===== src/rtl/eth_rx_frame_mon.sv =====
// Per-channel receive frame monitor: framing FSM, frame classification,
// saturating statistics counters, sticky/pulse error flags and a registered readout mux.
module eth_rx_frame_mon #(
    parameter int CH_COUNT = 2,
    parameter int CNT_W    = 32,
    parameter int LEN_W    = 16,
    parameter int MIN_LEN  = 64,
    parameter int MAX_LEN  = 1518
) (
    input  logic                aclk,
    input  logic                areset_n,
    input  logic [CH_COUNT-1:0] rx_tvalid,
    input  logic [CH_COUNT-1:0] rx_tuser,
    input  logic [CH_COUNT-1:0] rx_tlast,
    input  logic [CH_COUNT-1:0] rx_fr_good,
    input  logic [CH_COUNT-1:0] rx_fr_err,
    input  logic                cnt_clr,
    input  logic [1:0]          rd_ch,
    input  logic [2:0]          rd_sel,
    output logic [CNT_W-1:0]    rd_data,
    output logic [CH_COUNT-1:0] err_pulse,
    output logic [CH_COUNT-1:0] err_sticky,
    output logic                err_det
);

    localparam int NCNT    = 7;
    localparam int C_GOOD  = 0;
    localparam int C_BAD   = 1;
    localparam int C_RUNT  = 2;
    localparam int C_GIANT = 3;
    localparam int C_SEQ   = 4;
    localparam int C_FRERR = 5;
    localparam int C_BYTES = 6;
    localparam int SUM_W   = ((CNT_W > LEN_W) ? CNT_W : LEN_W) + 1;
    localparam logic [LEN_W-1:0] MIN_L = LEN_W'(MIN_LEN);
    localparam logic [LEN_W-1:0] MAX_L = LEN_W'(MAX_LEN);

    typedef enum logic {ST_IDLE = 1'b0, ST_FRAME = 1'b1} state_t;

    function automatic logic [CNT_W-1:0] sat_inc(input logic [CNT_W-1:0] v, input logic [1:0] n);
        logic [CNT_W:0] s;
        s = {1'b0, v} + {{(CNT_W-1){1'b0}}, n};
        sat_inc = s[CNT_W] ? {CNT_W{1'b1}} : s[CNT_W-1:0];
    endfunction

    function automatic logic [CNT_W-1:0] sat_add(input logic [CNT_W-1:0] v, input logic [LEN_W-1:0] n);
        logic [SUM_W-1:0] s;
        s = SUM_W'(v) + SUM_W'(n);
        sat_add = (s > SUM_W'({CNT_W{1'b1}})) ? {CNT_W{1'b1}} : s[CNT_W-1:0];
    endfunction

    logic [CH_COUNT*NCNT*CNT_W-1:0] cnt_bus_s;
    logic [CH_COUNT-1:0]            pulse_bus_s;
    logic [CH_COUNT-1:0]            sticky_bus_s;
    logic [CNT_W-1:0]               rd_mux_s;
    logic [CNT_W-1:0]               rd_data_r;
    logic                           err_det_r;

    for (genvar c = 0; c < CH_COUNT; c++) begin : g_ch
        state_t           state_r, state_s;
        logic [LEN_W-1:0] len_r, len_s, len_inc_s, eval_len_s;
        logic             bad_acc_r, bad_acc_s;
        logic             sof_s, eof_s, eval_s, eval_acc_s, abort_s, seq_s;
        logic             runt_s, giant_s, bad_s, pulse_s, pulse_r, sticky_r;
        logic [CNT_W-1:0] cnt_r [NCNT];

        // Framing FSM next state and per-beat frame classification
        always_comb begin
            sof_s      = rx_tvalid[c] & rx_tuser[c];
            eof_s      = rx_tvalid[c] & rx_tlast[c];
            len_inc_s  = (&len_r) ? len_r : len_r + LEN_W'(1);
            state_s    = state_r;
            len_s      = len_r;
            bad_acc_s  = bad_acc_r | ((state_r == ST_FRAME) & rx_fr_err[c]);
            eval_s     = 1'b0;
            eval_len_s = len_inc_s;
            eval_acc_s = 1'b0;
            abort_s    = 1'b0;
            seq_s      = 1'b0;
            case (state_r)
                ST_IDLE: begin
                    if (sof_s) begin
                        len_s     = LEN_W'(1);
                        bad_acc_s = rx_fr_err[c];
                        if (eof_s) begin
                            eval_s     = 1'b1;
                            eval_len_s = LEN_W'(1);
                            eval_acc_s = rx_fr_err[c];
                        end else begin
                            state_s = ST_FRAME;
                        end
                    end else if (rx_tvalid[c]) begin
                        seq_s = 1'b1;
                    end else begin
                        state_s = ST_IDLE;
                    end
                end
                ST_FRAME: begin
                    if (sof_s) begin
                        // new sof aborts the open frame and restarts framing
                        seq_s     = 1'b1;
                        abort_s   = 1'b1;
                        len_s     = LEN_W'(1);
                        bad_acc_s = rx_fr_err[c];
                        if (eof_s) begin
                            eval_s     = 1'b1;
                            eval_len_s = LEN_W'(1);
                            eval_acc_s = rx_fr_err[c];
                            state_s    = ST_IDLE;
                        end else begin
                            state_s = ST_FRAME;
                        end
                    end else if (eof_s) begin
                        eval_s     = 1'b1;
                        eval_len_s = len_inc_s;
                        eval_acc_s = bad_acc_r | rx_fr_err[c];
                        state_s    = ST_IDLE;
                    end else if (rx_tvalid[c]) begin
                        len_s = len_inc_s;
                    end else begin
                        len_s = len_r;
                    end
                end
                default: state_s = ST_IDLE;
            endcase
            runt_s  = eval_s & (eval_len_s < MIN_L);
            giant_s = eval_s & (eval_len_s > MAX_L);
            bad_s   = eval_s & (~rx_fr_good[c] | runt_s | giant_s | eval_acc_s);
            pulse_s = rx_fr_err[c] | abort_s | bad_s;
        end

        // State, counters and flags; cnt_clr overrides any same-cycle increment
        always_ff @(posedge aclk) begin
            if (!areset_n) begin
                state_r   <= ST_IDLE;
                len_r     <= '0;
                bad_acc_r <= 1'b0;
                pulse_r   <= 1'b0;
                sticky_r  <= 1'b0;
                for (int k = 0; k < NCNT; k++) cnt_r[k] <= '0;
            end else begin
                state_r   <= state_s;
                len_r     <= len_s;
                bad_acc_r <= bad_acc_s;
                pulse_r   <= pulse_s;
                if (cnt_clr) begin
                    sticky_r <= 1'b0;
                    for (int k = 0; k < NCNT; k++) cnt_r[k] <= '0;
                end else begin
                    sticky_r       <= sticky_r | pulse_s;
                    cnt_r[C_GOOD]  <= sat_inc(cnt_r[C_GOOD], {1'b0, eval_s & ~bad_s});
                    cnt_r[C_BAD]   <= sat_inc(cnt_r[C_BAD], {1'b0, abort_s} + {1'b0, bad_s});
                    cnt_r[C_RUNT]  <= sat_inc(cnt_r[C_RUNT], {1'b0, runt_s});
                    cnt_r[C_GIANT] <= sat_inc(cnt_r[C_GIANT], {1'b0, giant_s});
                    cnt_r[C_SEQ]   <= sat_inc(cnt_r[C_SEQ], {1'b0, seq_s});
                    cnt_r[C_FRERR] <= sat_inc(cnt_r[C_FRERR], {1'b0, rx_fr_err[c]});
                    cnt_r[C_BYTES] <= (eval_s & ~bad_s) ? sat_add(cnt_r[C_BYTES], eval_len_s)
                                                        : cnt_r[C_BYTES];
                end
            end
        end

        assign pulse_bus_s[c]  = pulse_r;
        assign sticky_bus_s[c] = sticky_r;
        for (genvar k = 0; k < NCNT; k++) begin : g_pk
            assign cnt_bus_s[(c*NCNT+k)*CNT_W +: CNT_W] = cnt_r[k];
        end
    end

    // Readout select; unmatched channel or selector 7 leaves zero
    always_comb begin
        rd_mux_s = '0;
        for (int c = 0; c < CH_COUNT; c++) begin
            for (int k = 0; k < NCNT; k++) begin
                if (int'(rd_ch) == c && int'(rd_sel) == k) begin
                    rd_mux_s = cnt_bus_s[(c*NCNT+k)*CNT_W +: CNT_W];
                end else begin
                    rd_mux_s = rd_mux_s;
                end
            end
        end
    end

    // Registered readout and combined error detect
    always_ff @(posedge aclk) begin
        if (!areset_n) begin
            rd_data_r <= '0;
            err_det_r <= 1'b0;
        end else begin
            rd_data_r <= rd_mux_s;
            err_det_r <= |pulse_bus_s;
        end
    end

    assign rd_data    = rd_data_r;
    assign err_pulse  = pulse_bus_s;
    assign err_sticky = sticky_bus_s;
    assign err_det    = err_det_r;

endmodule


===== config.mk =====
export PLATFORM = sky130hd
export DESIGN_NAME = eth_rx_frame_mon
export DESIGN_NICKNAME = d
export VERILOG_FILES = /design/src/rtl/eth_rx_frame_mon.sv
export SDC_FILE = /design/constraint.sdc
export NUM_CORES = 1
export LEC_CHECK = 0
export ABC_AREA = 1
export BUFFER_PORTS_ARGS = -buffer_cell sky130_fd_sc_hd__clkbuf_2
export CORE_MARGIN = 2
export CORE_UTILIZATION = 50
export DETAILED_ROUTE_END_ITERATION = 12
export PLACE_DENSITY = 0.66
export SLEW_MARGIN = 20
export SYNTH_ARGS = -nofsm -noshare
export SYNTH_HDL_FRONTEND = slang
export SYNTH_SLANG_ARGS = --single-unit

===== constraint.sdc =====
create_clock -name aclk -period 5.3 [get_ports aclk]
set_input_delay 0.265 -clock aclk [delete_from_list [all_inputs] [get_ports aclk]]
set_output_delay 0.265 -clock aclk [all_outputs]
set_load 0.02 [all_outputs]

==> impl_metrics.env <==
export IMPL_synth_area_um2=34940
export IMPL_numCtsBuffers=59
export IMPL_drc_errors=0
export IMPL_cp_end_kind="register"
export IMPL_grt_pass1_vias=29270
export IMPL_yosys_warnings=0
export IMPL_cp_required_ns=5.80
export IMPL_cts_tree="done"
export IMPL_outcome="finished clean"
export IMPL_final_area_um2=39410
export IMPL_grt_max_degree=218
export IMPL_ctsResizeCount=0
export IMPL_ff_latch_area_um2=14270
export IMPL_port_buffers=54
export IMPL_ir_worst_vdd_v=0.0002428
export IMPL_fmax_mhz=211.3
export IMPL_clock_skew_ns=0.01935
export IMPL_cts_max_level=2
export IMPL_worstSkewPairLatency_ns=0.64
export IMPL_multiInputGateArea_um2=18410
export IMPL_die_y_um=268.4
export IMPL_initial_core_util_pct=50.68
export IMPL_min_period_over_period_pct=89.28
export IMPL_dr_pass1_iters=6
export IMPL_wl_per_cell_um=17.41
export IMPL_power_density_nw_per_um2=251.4
export IMPL_dr_first_iter_drc_count=3222
export IMPL_yosys_area_top_type="edfxtp_1"
export IMPL_timing_setup_tns_ns=0
export IMPL_path_max_fanout=19
export IMPL_drtAntennaViolNets=0
export IMPL_critPathLaunchType="register"
export IMPL_worst_pin_slew_ns=1.085
export IMPL_ios=55
export IMPL_hold_buffers=5
export IMPL_slew_violations=0
export IMPL_hp_class="in2reg"
export IMPL_cpPeakStageDelay_ns=0.44
export IMPL_yosysMostFrequentCell="nand2_1"
export IMPL_synthTopCellsByArea="edfxtp_1, nand2_1, inv_1"
export IMPL_avgSynthCellArea_um2=7.567
export IMPL_maxCapViolations=0
export IMPL_setup_viol=0
export IMPL_syn_inst=4618
export IMPL_antenna_found_initial=2
export IMPL_crit_type="reg2reg"
export IMPL_dpl_instance_area_um2=37310
export IMPL_post_route_min_period_ns=4.732
export IMPL_maxSlewHeadroom_pct=27.70
export IMPL_grt_ovfl_total=0
export IMPL_nets=5037
export IMPL_place_hpwl_mm=78.27
export IMPL_crit_arrival_ns=5.24
export IMPL_ys_types=70
export IMPL_areaGrowthSynthToFinish_pct=12.78
export IMPL_path_common_cell="nand3_1"
export IMPL_async_flop_share_pct=0
export IMPL_critPathSlowestCell="dfxtp_1"
export IMPL_routed_via_density=5.330
export IMPL_ys_flop_type="edfxtp_1"
export IMPL_synth_seq_cells=521
export IMPL_synth_common_cells="nand2_1, inv_1, nor2_1"
export IMPL_dp_cells=5822
export IMPL_yosys_area_top_type_share_pct=33.00
export IMPL_track_usage_pct=28.49
export IMPL_final_util_pct=57.16
export IMPL_row_count=96
export IMPL_rsz0062_at_grt="false"
export IMPL_drive_above_1_share_pct=7.271
export IMPL_place_congestion=0.9258
export IMPL_synth_seq_area_share_pct=40.85
export IMPL_hold_viol=0
export IMPL_num_antenna_cells=0
export IMPL_grt_pass1_wl_mm=160.9
export IMPL_nFillCells=6695
export IMPL_cts_root_buf="clkbuf_16"
export IMPL_die_w_um=268.4
export IMPL_dieArea_um2=72020
export IMPL_clock_sinks=521
export IMPL_cts_path_max_buffers=3
export IMPL_wirelength_mm=103.3
export IMPL_synth_edff_count=384
export IMPL_dr_total_vias=31640
export IMPL_fin_cells=5937
export IMPL_clk_pin_slew_worst_paths_ns=0.06
export IMPL_core_um2=68950
export IMPL_postCtsSetupBuffers=0
export IMPL_p_leak_uw=0.01755
-- kinds of logic (layout without fill, tap and decap cells) --
family                   Yosys count  count (layout)  synth area share [%]
AND/OR/NAND/NOR                 2076            2076                 27.76
other                              1             320               0.01073
buffers and inverters            906             975                 9.968
flip-flops                       521             521                 40.85
AO/OA/AOI/OAI                    743             743                 11.37
adder cells (fa/ha/maj)           62              62                 2.306
XOR/XNOR                         309             309                 7.745
-- final timing paths --
| kind | startpoint | end | slack (ns) | depth (start not counted) |
|---|---|---|---|---|
| worst max-delay path | g_ch[1].len_r[0] | g_ch[1].cnt_r[0][30] | 0.57 | 25 |
| worst min-delay path | rx_fr_err[0] | g_ch[0].bad_acc_r | 0.05 | 3 |
| worst max register to register | g_ch[1].len_r[0] | g_ch[1].cnt_r[0][30] | 0.57 | 25 |
| worst min register to register | g_ch[1].bad_acc_r | g_ch[1].bad_acc_r | 0.47 | 2 |
-- cell type report --
class | count | share of cell area [%]
clock buffers | 85 | 4.280
well taps | 931 | 2.956
repair buffers | 90 | 1.498
multi-input cells | 3510 | 46.71
clock inverters | 25 | 0.9302
inverters | 775 | 7.413
flip-flops and latches | 521 | 36.22
-- state kept, by name (all words and copies together), names as in the netlist --
name	flops
g_ch.len_r	32
rd_data	32
err_det	1
g_ch.state_r	2
g_ch.sticky_r	2
g_ch.bad_acc_r	2
g_ch.pulse_r	2
g_ch.cnt_r	448
-- critical path, delay by kind of cell (launching register included) --
kind / cells / cell delay, ns
and+or+nand+nor: 17 / 2.80
adders and majority gates: 3 / 0.69
buffers and inverters: 4 / 0.56
DFF: 1 / 0.44
AOI/OAI and AO/OA: 1 / 0.12
-- routing by layer --
layer | global-route usage, % | vias to the layer above | share of wire [%]
met2 | 45.53 | 1054 | 45
met5 | 0 | - | 0.021
li1 | - | 15560 | -
met3 | 4.004 | 169 | 7.1
met1 | 40.04 | 14860 | 45
met4 | 8.769 | 4 | 2.9
-- placed cells by master, fill, tap and decap left out, drive strengths merged, types with 134 or more instances in the layout --
master,instances
a21oi,342
clkbuf,139
conb,320
dfxtp,137
edfxtp,384
inv,773
nand2,932
nand3,221
nand4,134
nor2,525
nor3,175
o21ai,291
xor2,206
-- through the flow --
step                total power (µW)  setup WS (ns)  hold WS [ns]
global route                   10240        0.08069       0.05516
global placement                5586         0.7434        0.4554
finish                          9909         0.5681       0.04513
CTS                             9966         0.5687      0.007907
detailed placement              5596         0.6104        0.4601
floorplan                       5310          1.367        0.3568
-- report_power, final --
part           total [µW]  internal, µW  switching (µW)
registers            4770          4580             196
clock network        4370          2600            1770
logic                 761           222             539
No activity file was read; power rests on OpenSTA's default activity.
